## src/rtl/cpu_trace_buffer.sv

```systemverilog
// Trace capture for the single-cycle CPU: records NUM_CH probe channels per enabled cycle
// into a circular buffer, stops on full or after a PC trigger, and reads samples oldest-first.
module cpu_trace_buffer #(
  parameter int DATA_W = 32,
  parameter int NUM_CH = 4,
  parameter int DEPTH  = 16,
  parameter int ADDR_W = $clog2(DEPTH),
  parameter int CNT_W  = 32,
  parameter int CH_W   = (NUM_CH > 1) ? $clog2(NUM_CH) : 1
) (
  input  logic                     clk,
  input  logic                     rst,
  input  logic                     clr,
  input  logic                     cap_en,
  input  logic                     mode,
  input  logic                     trig_en,
  input  logic [DATA_W-1:0]        trig_pc,
  input  logic [ADDR_W-1:0]        post_cnt,
  input  logic [NUM_CH*DATA_W-1:0] ch_data,
  input  logic                     rd_req,
  input  logic [ADDR_W-1:0]        rd_idx,
  input  logic [CH_W-1:0]          rd_ch,
  output logic                     rd_valid,
  output logic                     rd_err,
  output logic [DATA_W-1:0]        rd_data,
  output logic [ADDR_W:0]          count,
  output logic [CNT_W-1:0]         total,
  output logic [1:0]               state_o,
  output logic                     triggered
);

  typedef enum logic [1:0] {
    S_IDLE    = 2'b00,
    S_CAPTURE = 2'b01,
    S_POST    = 2'b10,
    S_DONE    = 2'b11
  } state_t;

  localparam logic [ADDR_W:0] DEPTH_C  = (ADDR_W+1)'(DEPTH);
  localparam logic [CH_W:0]   NUM_CH_C = (CH_W+1)'(NUM_CH);

  state_t              state_q, state_d;
  logic [ADDR_W-1:0]   wr_ptr_q, wr_ptr_d;
  logic [ADDR_W:0]     count_q, count_d;
  logic [CNT_W-1:0]    total_q, total_d;
  logic [ADDR_W-1:0]   remain_q, remain_d;
  logic                trig_q, trig_d;
  logic                rd_valid_q, rd_err_q;
  logic [DATA_W-1:0]   rd_data_q;

  logic [NUM_CH*DATA_W-1:0] mem [DEPTH];

  logic                     wr_en;
  logic                     pc_match;
  logic [ADDR_W-1:0]        rd_addr;
  logic                     rd_bad;
  logic [NUM_CH*DATA_W-1:0] rd_word;
  logic [DATA_W-1:0]        rd_sel;

  assign wr_en    = cap_en && (state_q != S_DONE);
  assign pc_match = trig_en && (ch_data[DATA_W-1:0] == trig_pc);

  always_comb begin
    state_d  = state_q;
    wr_ptr_d = wr_ptr_q;
    count_d  = count_q;
    total_d  = total_q;
    remain_d = remain_q;
    trig_d   = trig_q;
    if (wr_en) begin
      wr_ptr_d = wr_ptr_q + ADDR_W'(1);
      count_d  = (count_q == DEPTH_C) ? count_q : count_q + (ADDR_W+1)'(1);
      total_d  = total_q + CNT_W'(1);
      unique case (state_q)
        S_IDLE, S_CAPTURE: begin
          state_d = S_CAPTURE;
          // a trigger on the same write that fills the buffer wins over stop-on-full
          if (pc_match) begin
            trig_d   = 1'b1;
            remain_d = post_cnt;
            state_d  = (post_cnt == '0) ? S_DONE : S_POST;
          end else if (mode && (count_d == DEPTH_C)) begin
            state_d = S_DONE;
          end
        end
        S_POST: begin
          remain_d = remain_q - ADDR_W'(1);
          if (remain_q == ADDR_W'(1)) state_d = S_DONE;
        end
        default: state_d = state_q;
      endcase
    end
  end

  // once the buffer has wrapped, the oldest sample sits at the write pointer
  assign rd_addr = (count_q < DEPTH_C) ? rd_idx : wr_ptr_q + rd_idx;
  assign rd_bad  = ({1'b0, rd_idx} >= count_q) || ({1'b0, rd_ch} >= NUM_CH_C);
  assign rd_word = mem[rd_addr];

  always_comb begin
    rd_sel = '0;
    for (int k = 0; k < NUM_CH; k++) begin
      if (rd_ch == CH_W'(k)) rd_sel = rd_word[k*DATA_W +: DATA_W];
    end
  end

  always_ff @(posedge clk) begin
    if (wr_en && !rst && !clr) mem[wr_ptr_q] <= ch_data;
  end

  always_ff @(posedge clk) begin
    if (rst) begin
      state_q    <= S_IDLE;
      wr_ptr_q   <= '0;
      count_q    <= '0;
      total_q    <= '0;
      remain_q   <= '0;
      trig_q     <= 1'b0;
      rd_valid_q <= 1'b0;
      rd_err_q   <= 1'b0;
      rd_data_q  <= '0;
    end else if (clr) begin
      state_q    <= S_IDLE;
      wr_ptr_q   <= '0;
      count_q    <= '0;
      total_q    <= '0;
      remain_q   <= '0;
      trig_q     <= 1'b0;
      rd_valid_q <= 1'b0;
      rd_err_q   <= 1'b0;
    end else begin
      state_q    <= state_d;
      wr_ptr_q   <= wr_ptr_d;
      count_q    <= count_d;
      total_q    <= total_d;
      remain_q   <= remain_d;
      trig_q     <= trig_d;
      rd_valid_q <= rd_req;
      rd_err_q   <= rd_req && rd_bad;
      if (rd_req) rd_data_q <= rd_bad ? '0 : rd_sel;
    end
  end

  assign rd_valid  = rd_valid_q;
  assign rd_err    = rd_err_q;
  assign rd_data   = rd_data_q;
  assign count     = count_q;
  assign total     = total_q;
  assign state_o   = state_q;
  assign triggered = trig_q;

endmodule

```

## config.mk

```make
export PLATFORM = sky130hd
export DESIGN_NAME = cpu_trace_buffer
export DESIGN_NICKNAME = d
export VERILOG_FILES = /design/src/rtl/cpu_trace_buffer.sv
export SDC_FILE = /design/constraint.sdc
export NUM_CORES = 2
export LEC_CHECK = 0
export CORE_MARGIN = 2
export CORE_UTILIZATION = 25
export DETAILED_ROUTE_END_ITERATION = 10
export PLACE_DENSITY_LB_ADDON = 0.25
export SYNTH_ARGS = -nofsm -noshare
export SYNTH_HDL_FRONTEND = slang
export SYNTH_SLANG_ARGS = --single-unit
```

## constraint.sdc

```tcl
create_clock -name clk -period 17.5 [get_ports clk]
set_input_delay 3.5 -clock clk [delete_from_list [all_inputs] [get_ports clk]]
set_output_delay 3.5 -clock clk [all_outputs]
set_load 0.1 [all_outputs]
```

======== Word-level counts from Yosys, hierarchy flattened ========
Memories as Yosys holds them, arrays and structs flattened.
Index checks and enable logic that the tools add are counted.
storage, ports and cells
  register bits ........................... 82
  memory bits (writable) .................. 2048
  bits of input ports ..................... 177
  memories kept ........................... 1
memory list
  memory  depth  width  rd ports  clocked after memory_dff  write ports  line  RTL
  mem     16     128    1         0                         1            51    logic [NUM_CH*DATA_W-1:0] mem [DEPTH];
operators by class
  $add $sub $neg .......................... 5
  magnitude comparators ................... 2
  equality and inequality tests ........... 12
  multiplexer cells ....................... 16
  bitwise gates (word level) .............. 1
  reductions and logical operators ........ 18
operators by type and width
  operator                 number
  $mux W32                 5
  $add A32 B1 Y32 const B  1
  $eq A32 B32 Y1           1
  $eq A5 B5 Y1 const B     2
  $reduce_and A3 Y1        3
  $mux W4                  2
  $pmux W4 S2              1
  $eq A2 B2 Y1 const B     3
  $logic_and A1 B1 Y1      6
  $mux W2                  3
  $ne A2 B2 Y1 const B     3
  $add A5 B1 Y5 const B    1
  $ge A4 B5 Y1             1
  $lt A5 B5 Y1 const B     1
  $mux W5                  1
  $add A4 B1 Y4 const B    1
  $add A4 B4 Y4            1
  $eq A2 B1 Y1 const B     2
  $eq A4 B1 Y1 const B     1
  $logic_not A2 Y1         2
  $logic_not A4 Y1         1
  $pmux W2 S2              1
  $reduce_or A2 Y1         2
  $sub A4 B1 Y4 const B    1
  other kinds (5)          8

======== Longest topological paths before layout ========
An unclocked memory read counts as a cell.
  word-level depth ........................ 8
  depth in mapped cells ................... 12
  depth with buffers taken out ............ 9

======== Least setup slack after synthesis ========
No wires, ideal clock.
  kind .................................... input port to flip-flop
  start ................................... input port cap_en
  end ..................................... memory mem[0][0] in the netlist's numbering (enable)
  setup time .............................. 0.772 ns
  arrival ................................. 12.960 ns
  setup slack ............................. 3.769 ns
  cell stages on the path ................. 5
  path through ............................ a21boi_0 clkbuf_1 and2_1 nand2_1 nor3_1
between the ends
  cells in the longest elaborated chain, start to end .. 5
ends and longest elaborated chain
  item                               line  RTL
  start, declared                    14    input logic cap_en,
  $logic_and A1 B1 Y1                60    assign wr_en = cap_en && (state_q != S_DONE);
  $logic_and A1 B1 Y1 (2 in series)  108   if (wr_en && !rst && !clr) mem[wr_ptr_q] <= ch_data;
  $mux W1                            108
  $mux W1 (implied by the code)      108
  end, declared                      51
No other way between the ends.

======== Final worst setup path ========
  start ................................... input port rd_idx[0]
  end ..................................... register rd_data_q[20] (netlist: rd_data[20])
between the ends
  cells in the longest elaborated chain, start to end .. 8
  elaborated cells between the ends (all ways) .. 9
ends and longest elaborated chain
  item                    line  RTL
  start, declared         21    input logic [ADDR_W-1:0] rd_idx,
  $add A4 B4 Y4           96    assign rd_addr = (count_q < DEPTH_C) ? rd_idx : wr_ptr_q + rd_idx;
  $mux W4                 96
  $mem_v2 Z16 W128        -
  $mux W32 (4 in series)  103   if (rd_ch == CH_W'(k)) rd_sel = rd_word[k*DATA_W +: DATA_W];
  $mux W32 *              140   if (rd_req) rd_data_q <= rd_bad ? '0 : rd_sel;
  end signal, assigned    140
  end, declared           49    logic [DATA_W-1:0] rd_data_q;
Every way passes the cells marked *; elsewhere a longest branch is shown, timed or not.
A chain may end at the register's enable or synchronous reset.

==> results.yml <==
outcome:
  outcome: "finished clean"
synthesis:
  register_bit_total_from_synthesis: 2130
  synthesized_cell_area_mm2: 0.0824
  yosys_warnings: 0
  synth-seq-area-share: 0.767
  synthDistinctLibCells: 56
  synth_top_cells_by_area: "edfxtp_1 (75%), mux4_2 (13%), mux2i_1 (2.9%)"
  synth_common_cells: "edfxtp_1 (2048), mux4_2 (486), mux2i_1 (238)"
  top_flip_flop_cell_by_instance_count_after_synthesis: "edfxtp_1"
  postSynth.asyncResetShare: 0
  post_synth_inst_count: 3836
  synth_top_area_share: 0.747
  synth_enable_flop_cells: 2048
  leading_area_contributor_after_synthesis: "edfxtp_1"
  yosys.cell_count.top_type: "edfxtp_1"
  mappedNetlistNets: 4030
  syn-mean-instance-area_um2: 21.5
place:
  buffer_ports.inserted: 250
  dpl.hpwl_mm: 124
  place.gp.congestion: 0.717
  postPlaceCellArea_mm2: 0.0902
  post-place-cells: 8317
  dp_worst_setup_slack_ns: 8.20
final_layout:
  final_core_util: 0.299
  finalInstanceArea_mm2: 0.0979
  fill_cells: 31728
  drive_gt1_frac: 0.218
  num-nets-final: 4403
  area_growth_from_synthesis_to_layout_pct: 18.9
  multi_input_combinational_cell_area_mm2: 0.0183
  sequential_cell_area_mm2: 0.0631
  final-instance-count-excl-fill: 8763
clock_tree:
  cts_max_path_buffers: 4
  cts_resized: 0
  clk_sink_count: 2130
  clk-insertion-delay-late_ns: 0.93
  h-tree-depth: 4
  cts_hold_buffers: 0
  postCtsSetupBuffers: 0
  cts_buf_count: 236
  tritoncts: "done"
  cts_root_buf: "clkbuf_16"
  path_clk_slew_ns: 0.06
critical_path:
  crit_family: "buffers and inverters"
  critical-path-slowest-cell: "buf_4"
  setup.worst_path.end_class: "flip-flop"
  critPathKind: "in -> reg"
  crit_path_cell_trace: "clkdlybuf4s50_1 > ha_1 > fa_1 > mux2_8 > buf_4 > buf_12 > buf_4 > mux4_2 > mux4_2 > nor3_1 > o31ai_1"
  cp_num_buf_inv: 4
  worst-path-max-fanout: 82
  start_kind: "input port"
  worst-endpoint-required_ns: 18.27
  r2r_setup_slk_ns: 12.14
  max_stage_delay_ns: 0.82
  timing.critical_path.arrival_ns: 8.88
sta:
  setup-violations-final: 0
  whs_ns: 0.492
  fin_tns_setup_ns: 0
  worst_slack_setup_final_ns: 9.39
  fin_skew_ns: 0.0547
  timing.final.hold_violations: 0
  max-slew-margin-rel: 0.235
  worst_slew_pin_slew_ns: 1.14
  fmax_ghz: 0.123
  final_min_period_over_clock_period: 0.464
  unrepaired_setup_endpoints_after_global_routing: "false"
  period_needed_ns: 8.11
  slew_viol_final: 0
detailed_routing:
  drtIter0Drc: 3329
  routed_wire_length_mm: 229
  post_drt_wl_per_cell_um: 26.2
  viasPerCell: 4.55
  drt-pass1-iter-count: 5
  routed-via-count: 39894
  antenna_violating_nets_post_route: 0
  drt_drc_violations_left: 0
floorplanning:
  initial_core_util: 0.251
  die_w_um: 578
  fp-row-count: 210
  boundaryPins: 251
  core_region_area_mm2: 0.328
  design.die.area_mm2: 0.334
  die_y_um: 578
global_route:
  global_route.overflow_total: 0
  antenna_violations_before_repair: 69
  pin_count_of_the_biggest_net_entering_global_routing: 127
  track_usage: 0.135
  grt_pass1_wl_mm: 323
  vias_in_the_first_global_route: 41453
power:
  power.switching_mw: 2.37
  share_of_total_power_in_sequential_cells: 0.508
  p_total_mw: 11.0
  power.combinational.fraction: 0.047
  power.internal_mw: 8.67
  power.leakage_nw: 30.3
  max-vdd-ir-drop_mv: 0.0849
  switching_power_as_a_share_of_total_power: 0.215
  powerDensity_mw_per_mm2: 113
  clkPwrFrac: 0.445
worst_hold_path:
  timing.hold.worst.class: "reg -> reg"
run:
  maxCapViolations: 0
-- metal layers --
layer | routed length [µm] | global-route usage | vias to the layer above
li1 | - | - | 16811
met3 | 13800 | 0.0275 | 355
met5 | 214 | 0 | -
met2 | 109000 | 0.221 | 1002
met4 | 5120 | 0.0312 | 36
met1 | 101000 | 0.185 | 21690
-- power groups by stage --
stage / Clock [mW] / Combinational (mW) / Sequential [mW]
4_1_cts: 5.06 / 0.530 / 5.61
2_1_floorplan: 0 / 0.275 / 5.74
6_report: 4.92 / 0.515 / 5.61
3_3_place_gp: 0 / 0.524 / 5.72
3_5_place_dp: 0 / 0.529 / 5.72
5_1_grt: 5.24 / 0.557 / 5.61
-- worst paths after layout --
| check | start | end | cells past startpoint |
|---|---|---|---|
| min reg2reg | rd_data[20] | rd_data[20] | 2 |
| max | rd_idx[0] | rd_data[20] | 11 |
| max reg2reg | wr_ptr_q[0] | rd_data[20] | 10 |
| min | rd_data[20] | rd_data[20] | 2 |
-- tightest hold or removal path: stages (launching register included) --
cell and delay (ns):
dfxtp_1 0.33, nand2_1 0.06, o31ai_1 0.06
-- layout make-up --
cell class	count	area share
Clock inverter	125	0.0130
Inverter	16	0.000613
Antenna cell	10	0.000256
Timing Repair Buffer	339	0.0338
Sequential cell	2130	0.645
Tap cell	4346	0.0555
Clock buffer	311	0.0653
Multi-Input combinational cell	1486	0.187
-- sequential cells by signal, summed over array words and instances, names as in the netlist --
signal,flops
rd_err,1
remain_q,4
total,32
rd_valid,1
triggered,1
rd_data,32
count,5
wr_ptr_q,4
mem,2048
state_o,2
-- cells in the final DEF, fill, tap and decap left out, types with 53 or more instances in the layout --
cell,count
xor2_1,54
nor2_1,158
mux2i_1,238
clkbuf_16,238
clkbuf_1,56
nand2_1,76
edfxtp_1,2048
dfxtp_1,82
mux4_2,486
buf_4,80
a22o_1,53
clkdlybuf4s50_1,247
-- logic make-up after synthesis --
| group | share of synthesized area |
|---|---|
| mux | 0.162 |
| xor+xnor | 0.00755 |
| fa+ha+maj | 0.00267 |
| compound gates | 0.0241 |
| simple gates | 0.0226 |
| flops | 0.767 |
| buf+inv | 0.0140 |
Note: power is estimated with default switching activity, not from simulation.
